**src/rtl/track_box_ctrl.sv**
```systemverilog
// Per-frame mask bounding-box accumulator with SEARCH/ACQUIRE/LOCKED/COAST tracking FSM.
// Latency: frame_done and box/state update 2 cycles after the frame-end pixel; no backpressure.
module track_box_ctrl #(
    parameter int IMG_WIDTH   = 320,
    parameter int IMG_HEIGHT  = 240,
    parameter int MIN_PIXELS  = 64,
    parameter int LOCK_FRAMES = 2,
    parameter int LOST_FRAMES = 4
) (
    input  logic        pclk,
    input  logic        rst,
    input  logic        pix_valid,
    input  logic        binary_in,
    input  logic [11:0] h_cnt,
    input  logic [10:0] v_cnt,
    output logic        box_valid,
    output logic [11:0] box_x0,
    output logic [11:0] box_x1,
    output logic [10:0] box_y0,
    output logic [10:0] box_y1,
    output logic        frame_done,
    output logic [1:0]  track_state
);

    typedef enum logic [1:0] {
        SEARCH  = 2'd0,
        ACQUIRE = 2'd1,
        LOCKED  = 2'd2,
        COAST   = 2'd3
    } state_t;

    logic        qual, is_start, is_end, acc_en, eval_d;
    logic        armed_q, armed_d, seen_q, seen_d, seen_b;
    logic [16:0] cnt_q, cnt_d, cnt_b;
    logic [11:0] xmin_q, xmin_d, xmin_b, xmax_q, xmax_d, xmax_b;
    logic [10:0] ymin_q, ymin_d, ymin_b, ymax_q, ymax_d, ymax_b;

    logic        eval_q;
    logic [16:0] snap_cnt_q;
    logic [45:0] snap_box_q;
    logic        hit;

    state_t      state_q;
    logic [7:0]  run_q, miss_q;
    logic [45:0] box_q;
    logic        box_valid_q, frame_done_q;

    assign qual     = pix_valid && (h_cnt < 12'(IMG_WIDTH)) && (v_cnt < 11'(IMG_HEIGHT));
    assign is_start = qual && (h_cnt == 12'd0) && (v_cnt == 11'd0);
    assign is_end   = qual && (h_cnt == 12'(IMG_WIDTH - 1)) && (v_cnt == 11'(IMG_HEIGHT - 1));
    assign acc_en   = qual && (armed_q || is_start);
    assign eval_d   = acc_en && is_end;

    // A frame start restarts from a cleared base so the start pixel itself accumulates.
    always_comb begin
        cnt_b   = is_start ? 17'd0 : cnt_q;
        xmin_b  = is_start ? 12'd0 : xmin_q;
        xmax_b  = is_start ? 12'd0 : xmax_q;
        ymin_b  = is_start ? 11'd0 : ymin_q;
        ymax_b  = is_start ? 11'd0 : ymax_q;
        seen_b  = is_start ? 1'b0  : seen_q;
        cnt_d   = cnt_q;
        xmin_d  = xmin_q;
        xmax_d  = xmax_q;
        ymin_d  = ymin_q;
        ymax_d  = ymax_q;
        seen_d  = seen_q;
        armed_d = armed_q;
        if (acc_en) begin
            cnt_d   = cnt_b;
            xmin_d  = xmin_b;
            xmax_d  = xmax_b;
            ymin_d  = ymin_b;
            ymax_d  = ymax_b;
            seen_d  = seen_b;
            armed_d = !is_end;
            if (binary_in) begin
                if (cnt_b != 17'h1FFFF) begin
                    cnt_d = cnt_b + 17'd1;
                end
                seen_d = 1'b1;
                if (!seen_b) begin
                    xmin_d = h_cnt;
                    xmax_d = h_cnt;
                    ymin_d = v_cnt;
                    ymax_d = v_cnt;
                end else begin
                    if (h_cnt < xmin_b) xmin_d = h_cnt;
                    if (h_cnt > xmax_b) xmax_d = h_cnt;
                    if (v_cnt < ymin_b) ymin_d = v_cnt;
                    if (v_cnt > ymax_b) ymax_d = v_cnt;
                end
            end
        end
    end

    // Snapshot decouples the pending evaluation from a new frame starting right behind it.
    always_ff @(posedge pclk) begin
        if (rst) begin
            armed_q    <= 1'b0;
            seen_q     <= 1'b0;
            cnt_q      <= '0;
            xmin_q     <= '0;
            xmax_q     <= '0;
            ymin_q     <= '0;
            ymax_q     <= '0;
            eval_q     <= 1'b0;
            snap_cnt_q <= '0;
            snap_box_q <= '0;
        end else begin
            armed_q <= armed_d;
            seen_q  <= seen_d;
            cnt_q   <= cnt_d;
            xmin_q  <= xmin_d;
            xmax_q  <= xmax_d;
            ymin_q  <= ymin_d;
            ymax_q  <= ymax_d;
            eval_q  <= eval_d;
            if (eval_d) begin
                snap_cnt_q <= cnt_d;
                snap_box_q <= {xmin_d, xmax_d, ymin_d, ymax_d};
            end
        end
    end

    assign hit = (snap_cnt_q >= 17'(MIN_PIXELS));

    always_ff @(posedge pclk) begin
        if (rst) begin
            state_q      <= SEARCH;
            run_q        <= '0;
            miss_q       <= '0;
            box_q        <= '0;
            box_valid_q  <= 1'b0;
            frame_done_q <= 1'b0;
        end else begin
            frame_done_q <= eval_q;
            if (eval_q) begin
                case (state_q)
                    SEARCH: begin
                        if (hit) begin
                            if (LOCK_FRAMES <= 1) begin
                                state_q     <= LOCKED;
                                box_q       <= snap_box_q;
                                box_valid_q <= 1'b1;
                            end else begin
                                state_q <= ACQUIRE;
                                run_q   <= 8'd1;
                            end
                        end
                    end
                    ACQUIRE: begin
                        if (!hit) begin
                            state_q <= SEARCH;
                            run_q   <= '0;
                        end else if ((run_q + 8'd1) >= 8'(LOCK_FRAMES)) begin
                            state_q     <= LOCKED;
                            run_q       <= '0;
                            box_q       <= snap_box_q;
                            box_valid_q <= 1'b1;
                        end else begin
                            run_q <= run_q + 8'd1;
                        end
                    end
                    LOCKED: begin
                        if (hit) begin
                            box_q <= snap_box_q;
                        end else if (LOST_FRAMES <= 1) begin
                            state_q     <= SEARCH;
                            box_valid_q <= 1'b0;
                        end else begin
                            state_q <= COAST;
                            miss_q  <= 8'd1;
                        end
                    end
                    default: begin
                        if (hit) begin
                            state_q <= LOCKED;
                            miss_q  <= '0;
                            box_q   <= snap_box_q;
                        end else if ((miss_q + 8'd1) >= 8'(LOST_FRAMES)) begin
                            state_q     <= SEARCH;
                            miss_q      <= '0;
                            box_valid_q <= 1'b0;
                        end else begin
                            miss_q <= miss_q + 8'd1;
                        end
                    end
                endcase
            end
        end
    end

    assign track_state = state_q;
    assign box_valid   = box_valid_q;
    assign frame_done  = frame_done_q;
    assign {box_x0, box_x1, box_y0, box_y1} = box_q;

endmodule

```
**config.mk**
```make
export PLATFORM = sky130hd
export DESIGN_NAME = track_box_ctrl
export DESIGN_NICKNAME = d
export VERILOG_FILES = /design/src/rtl/track_box_ctrl.sv
export SDC_FILE = /design/constraint.sdc
export NUM_CORES = 1
export LEC_CHECK = 0
export ABC_CLOCK_PERIOD_IN_PS = 9600
export CORE_MARGIN = 3
export CORE_UTILIZATION = 62
export CTS_CLUSTER_SIZE = 25
export DETAILED_ROUTE_END_ITERATION = 8
export PLACE_DENSITY = 0.95
export SETUP_SLACK_MARGIN = 0.5
export SLEW_MARGIN = 20
export SYNTH_ARGS = -nofsm -noshare
export SYNTH_HDL_FRONTEND = slang
export SYNTH_SLANG_ARGS = --single-unit
```
**constraint.sdc**
```tcl
create_clock -name pclk -period 9.6 [get_ports pclk]
set_clock_uncertainty 0.15 [all_clocks]
set_input_delay 0.96 -clock pclk [delete_from_list [all_inputs] [get_ports pclk]]
set_output_delay 0.96 -clock pclk [all_outputs]
set_load 0.005 [all_outputs]
```
# Word level (Yosys, flattened, before mapping)
# Index checks and enable logic that the tools add are counted.
# Widths: inputs -> output; s select.
[totals]
register_bits = 195
input_bits = 27
output_inout_bits = 50
elab_cells = 115
[classes]
add_sub_neg = 3
magnitude_cmp = 9
n_eq_ne = 11
mux = 50
n_bitwise = 3
n_reduce_logical = 23
[ops]
columns = ["cell", "count"]
rows = [
  ["$mux 46", 3],
  ["$mux 12", 10],
  ["$mux 11", 10],
  ["$pmux 46 s2", 1],
  ["$mux 17", 4],
  ["$mux 8", 6],
  ["$pmux 8 s2", 2],
  ["$add 17x1->17 const B", 1],
  ["$ge 17x7->1 const B", 1],
  ["$ne 17x17->1 const B", 1],
  ["$add 8x1->8 const B", 2],
  ["$eq 12x9->1 const B", 1],
  ["$gt 12x12->1", 1],
  ["$logic_not 12->1", 1],
  ["$lt 12x12->1", 1],
  ["$lt 12x9->1 const B", 1],
  ["$mux 2", 6],
  ["$eq 11x8->1 const B", 1],
  ["$gt 11x11->1", 1],
  ["$logic_not 11->1", 1],
  ["$lt 11x11->1", 1],
  ["$lt 11x8->1 const B", 1],
  ["$ge 8x2->1 const B", 1],
  ["$ge 8x3->1 const B", 1],
  ["other kinds (20)", 40],
]

# Longest topological paths before layout
[logic_depth]
word_depth = 11
depth_mapped = 16
mapped_depth_nobuf = 13

# Worst setup path after synthesis
# Ideal clock, no wire load.
[synth_path]
path_type = "input -> register"
startpoint = "in h_cnt[6]"
endpoint = "reg snap_box_q[16]"
t_arrival_ns = 4.063
path_slack_ns = 5.270
cell_stages = 15
path_buffers = 2
path_cell_list = "o21ai_0 and4_1 and2_2 nand2_1 clkbuf_1 clkbuf_1 nand2_1 ha_1 nand2_1 o21ai_0 a21oi_1 o21ai_1 nand2_1 or3_1 a32o_1"
[synth_via]
elab_chain_len = 11
word_cells_on_any_way = 19
[synth_lines]
columns = ["item", "line", "rtl"]
rows = [
  ["start: declaration", "14", "input logic [11:0] h_cnt,"],
  ["$lt 12x9->1", "48", "assign qual = pix_valid && (h_cnt < 12'(IMG_WIDTH)) && (v_cnt < 11'(IMG_HEIGHT));"],
  ["$logic_and 1x1->1 (2 in series)", "48", ""],
  ["$logic_and 1x1->1 (2 in series)", "49", "assign is_start = qual && (h_cnt == 12'd0) && (v_cnt == 11'd0);"],
  ["$mux 11", "59", "ymin_b = is_start ? 11'd0 : ymin_q;"],
  ["$lt 11x11->1", "90", "if (v_cnt < ymin_b) ymin_d = v_cnt;"],
  ["$mux 11", "90", ""],
  ["$mux 11", "82", "if (!seen_b) begin"],
  ["$mux 11", "77", "if (binary_in) begin"],
  ["$mux 11", "69", "if (acc_en) begin"],
  ["end signal: assignment", "121", "snap_box_q <= {xmin_d, xmax_d, ymin_d, ymax_d};"],
  ["end: declaration", "40", "logic [45:0] snap_box_q;"],
]
# Parallel ways exist; a longest one is shown, timed or not.
# A chain may end at the register's enable or synchronous reset.

# Worst setup path in the final report
[layout_path]
startpoint = "in v_cnt[10]"
endpoint = "reg snap_box_q[16]"
[layout_via]
elab_chain_len = 10
word_cells_on_any_way = 18
[layout_lines]
columns = ["item", "line", "rtl"]
rows = [
  ["start: declaration", "15", "input logic [10:0] v_cnt,"],
  ["$lt 11x8->1", "48", ""],
  ["$logic_and 1x1->1", "48", ""],
  ["$logic_and 1x1->1 (2 in series)", "49", ""],
  ["$mux 11", "59", ""],
  ["$lt 11x11->1", "90", ""],
  ["$mux 11", "90", ""],
  ["$mux 11", "82", ""],
  ["$mux 11", "77", ""],
  ["$mux 11", "69", ""],
]
# Parallel ways exist; a longest one is shown, timed or not.

==> impl_metrics.env <==
export IMPL_status="complete, no violations"
export IMPL_r2r_start="ymin_q[6]"
export IMPL_die_x_um=122
export IMPL_drtIter0Drc=734
export IMPL_fmax_mhz=184
export IMPL_synth_flop_cell="dfxtp_1"
export IMPL_drc=0
export IMPL_synthTopCellsByCount="nand2_1 (213), dfxtp_1 (189), a21oi_1 (80), ha_1 (50), a22o_1 (48)"
export IMPL_path_max_fanout=30
export IMPL_cts_inserted_buffers=17
export IMPL_holdPathStages=2
export IMPL_grt_first_pass_wirelength_um=34200
export IMPL_drive_gt1_share_pct=7.09
export IMPL_cts_reportedPaths_clkPinSlew_ns=0.07
export IMPL_ant_nets=0
export IMPL_critPathTopFamily="simple AND/OR/NAND/NOR gates"
export IMPL_period_share_pct=56.7
export IMPL_nNetsFinal=1065
export IMPL_synthCells=930
export IMPL_r2r_end="snap_box_q[16]"
export IMPL_areaGrowthSynthToFinish_pct=17.2
export IMPL_critPathSlowestCell="nand2_1"
export IMPL_ctsResizeCount=0
export IMPL_fin_total_pwr_uw=1580
export IMPL_rrSetupSlack_ns=6.69
export IMPL_setup_viol=0
export IMPL_ys_types=73
export IMPL_crit_type="in -> reg"
export IMPL_n_antenna_cell=0
export IMPL_finalWeightedCongestion=0.924
export IMPL_hold_path_class="reg -> reg"
export IMPL_initial_core_util_pct=64.7
export IMPL_drtPass1Iterations=5
export IMPL_power_leakage_uw=0.00356
export IMPL_tritoncts="done"
export IMPL_hold_buffers=0
export IMPL_die_h_um=122
export IMPL_min_from="snap_box_q[11]"
export IMPL_rsz0062_at_grt="false"
export IMPL_synth_avg_cell_area_sq_um=8.92
export IMPL_period_needed_ns=5.44
export IMPL_grt_overflow_total=0
export IMPL_synth_largest_area_cell="dfxtp_1"
export IMPL_fp_dieArea_sq_um=14800
export IMPL_cts_setup_buffers=0
export IMPL_syn_num_nets=1007
export IMPL_crit_path_frequent_cell="nand2_1"
export IMPL_ys_ff_latch=189
export IMPL_tns_ns=0
export IMPL_synth_top_area_share_pct=45.6
export IMPL_slew_headroom_pct=31.7
export IMPL_vias_per_cell=6.22
export IMPL_worstPathCellList="clkdlybuf4s50_1 > nor4_2 > nand3_2 > nor2_2 > nand2_1 > buf_4 > nand2_1 > ha_1 > nand2_1 > o21ai_0 > a21oi_1 > o21ai_1 > nand2_1 > or3_1 > a32o_1"
export IMPL_antenna_found_initial=0
export IMPL_yosysWarnings=0
export IMPL_clock_latency_ns=0.44
export IMPL_clock_root_buffer="clkbuf_16"
export IMPL_peakVddDrop_mv=0.0905
export IMPL_wl_per_cell_um=17.9
export IMPL_clk_path_buf_depth=2
export IMPL_critPathRequiredTime_ns=9.77
export IMPL_p_per_area_nw_per_um2=162
export IMPL_grt_max_degree=47
export IMPL_grt_pass1_vias=7094
export IMPL_track_usage_pct=28.9
export IMPL_port_buffers=76
export IMPL_slew_violations=0
export IMPL_endpoint_kind="register"
export IMPL_hold_path_end="snap_box_q[11]"
export IMPL_dp_hpwl_um=13600
export IMPL_vias=7294
export IMPL_yosysSeqAreaShare_pct=45.6
export IMPL_report_final_hold_viol_count=0
export IMPL_rows=41
export IMPL_synth_area_top_cells="dfxtp_1 (46%), nand2_1 (9.6%), ha_1 (7.5%), a22o_1 (5.1%), a21oi_1 (4.8%)"
export IMPL_max_cap_violations=0
export IMPL_synth_edf_count=0
export IMPL_htree_levels=4
export IMPL_cts_sinks=189
export IMPL_worstMarginPinSlew_ns=1.02
export IMPL_cp_start_kind="input port"
export IMPL_worstPathArrival_ns=5.62
export IMPL_postSynth_asyncResetShare_pct=0
export IMPL_core_sq_um=12800
export IMPL_wl_um=21000
export IMPL_r2r_cells=9
export IMPL_ioPinCount=77
export IMPL_slowest_delay_ns=0.56
export IMPL_synth_area_sq_um=8290
export IMPL_path_buf_inv=2
export IMPL_synth_most_common_cell="nand2_1"
-- report_power, final --
| part | switching [uW] | leakage [uW] | internal (uW) |
|---|---|---|---|
| Sequential | 0.0000000983 | 0.00152 | 784 |
| Combinational | 45.5 | 0.00175 | 23.9 |
| Clock | 306 | 0.000287 | 419 |
| Total | 351 | 0.00356 | 1230 |
-- flip-flops by register name, indices dropped and copies added (netlist names), named ones only --
register	count
box_q	46
snap_box_q	46
cnt_q	17
xmax_q	12
xmin_q	12
snap_cnt_q	11
ymax_q	11
ymin_q	11
miss_q	8
run_q	8
armed_q	1
box_valid	1
eval_q	1
frame_done	1
seen_q	1
track_state	1
-- worst max-delay path by stage --
stage	slack (ns)	from	depth (start not counted)	end
6_report	4.16	v_cnt[10]	15	snap_box_q[16]
5_1_grt	3.85	v_cnt[10]	15	snap_box_q[16]
4_1_cts	4.22	v_cnt[10]	15	snap_box_q[16]
3_5_place_dp	3.86	v_cnt[10]	15	snap_box_q[16]
3_3_place_gp	4.01	v_cnt[10]	15	snap_box_q[16]
2_1_floorplan	5.27	h_cnt[6]	15	snap_box_q[16]
-- cell type report --
class | count | area (sq um)
multi-input cells | 683 | 4260
flip-flops and latches | 189 | 3780
fillers | 853 | 3100
repair buffers | 82 | 801
clock buffers | 20 | 447
well taps | 172 | 215
clock inverters | 12 | 161
inverters | 15 | 56.3
-- cells in the final DEF, fill, tap and decap left out, drive strengths merged, types with 8 or more instances in the layout --
| cell type | netlist | final |
|---|---|---|
| clkbuf | 22 | 20 |
| and2 | 21 | 21 |
| dfxtp | 189 | 189 |
| clkdlybuf4s50 | 0 | 75 |
| a21oi | 85 | 85 |
| nor2 | 46 | 46 |
| nand2 | 213 | 213 |
| inv | 14 | 16 |
| a22o | 48 | 48 |
| nor3 | 13 | 13 |
| ha | 50 | 50 |
| and3 | 19 | 19 |
| o21ai | 45 | 45 |
| nand3 | 15 | 15 |
| nand4 | 18 | 18 |
| xor2 | 8 | 8 |
| nor4 | 11 | 11 |
-- worst min-delay path: stages, from the launching register on --
cell     delay (ns)
dfxtp_1        0.31
nand2_1        0.05
nand2_1        0.04
-- cells by family (layout without fill, tap and decap cells) --
kind of cell	Yosys count	after routing	share of synthesized area (%)
AO/OA/AOI/OAI	243	243	20.6
XOR/XNOR	15	15	1.58
adder cells (fa/ha/maj)	50	50	7.54
buffers and inverters	58	129	3.33
flip-flops	189	189	45.6
multiplexers	1	1	0.121
AND/OR/NAND/NOR	374	374	21.1
-- routing by layer --
layer | GRT usage, % | routed length, um
met5 | 0 | 0
met4 | 15.4 | 707
met3 | 5.48 | 1660
met2 | 48.2 | 10200
met1 | 35.6 | 8370
-- metrics by stage --
stage                     std cells  worst slack [ns]  area, sq um  utilization [%]  hold WS [ns]
after global routing           1173              3.85         9720             75.8         0.308
after CTS                      1173              4.22         9720             75.8         0.288
after floorplan                 930              5.27         8290                -         0.265
after detailed placement       1141              3.86         9110             71.1         0.279
final                          1173              4.16         9720             75.8         0.288
after global placement         1141              4.01         9110             71.1         0.274
Note: power is estimated with default switching activity, not from simulation.
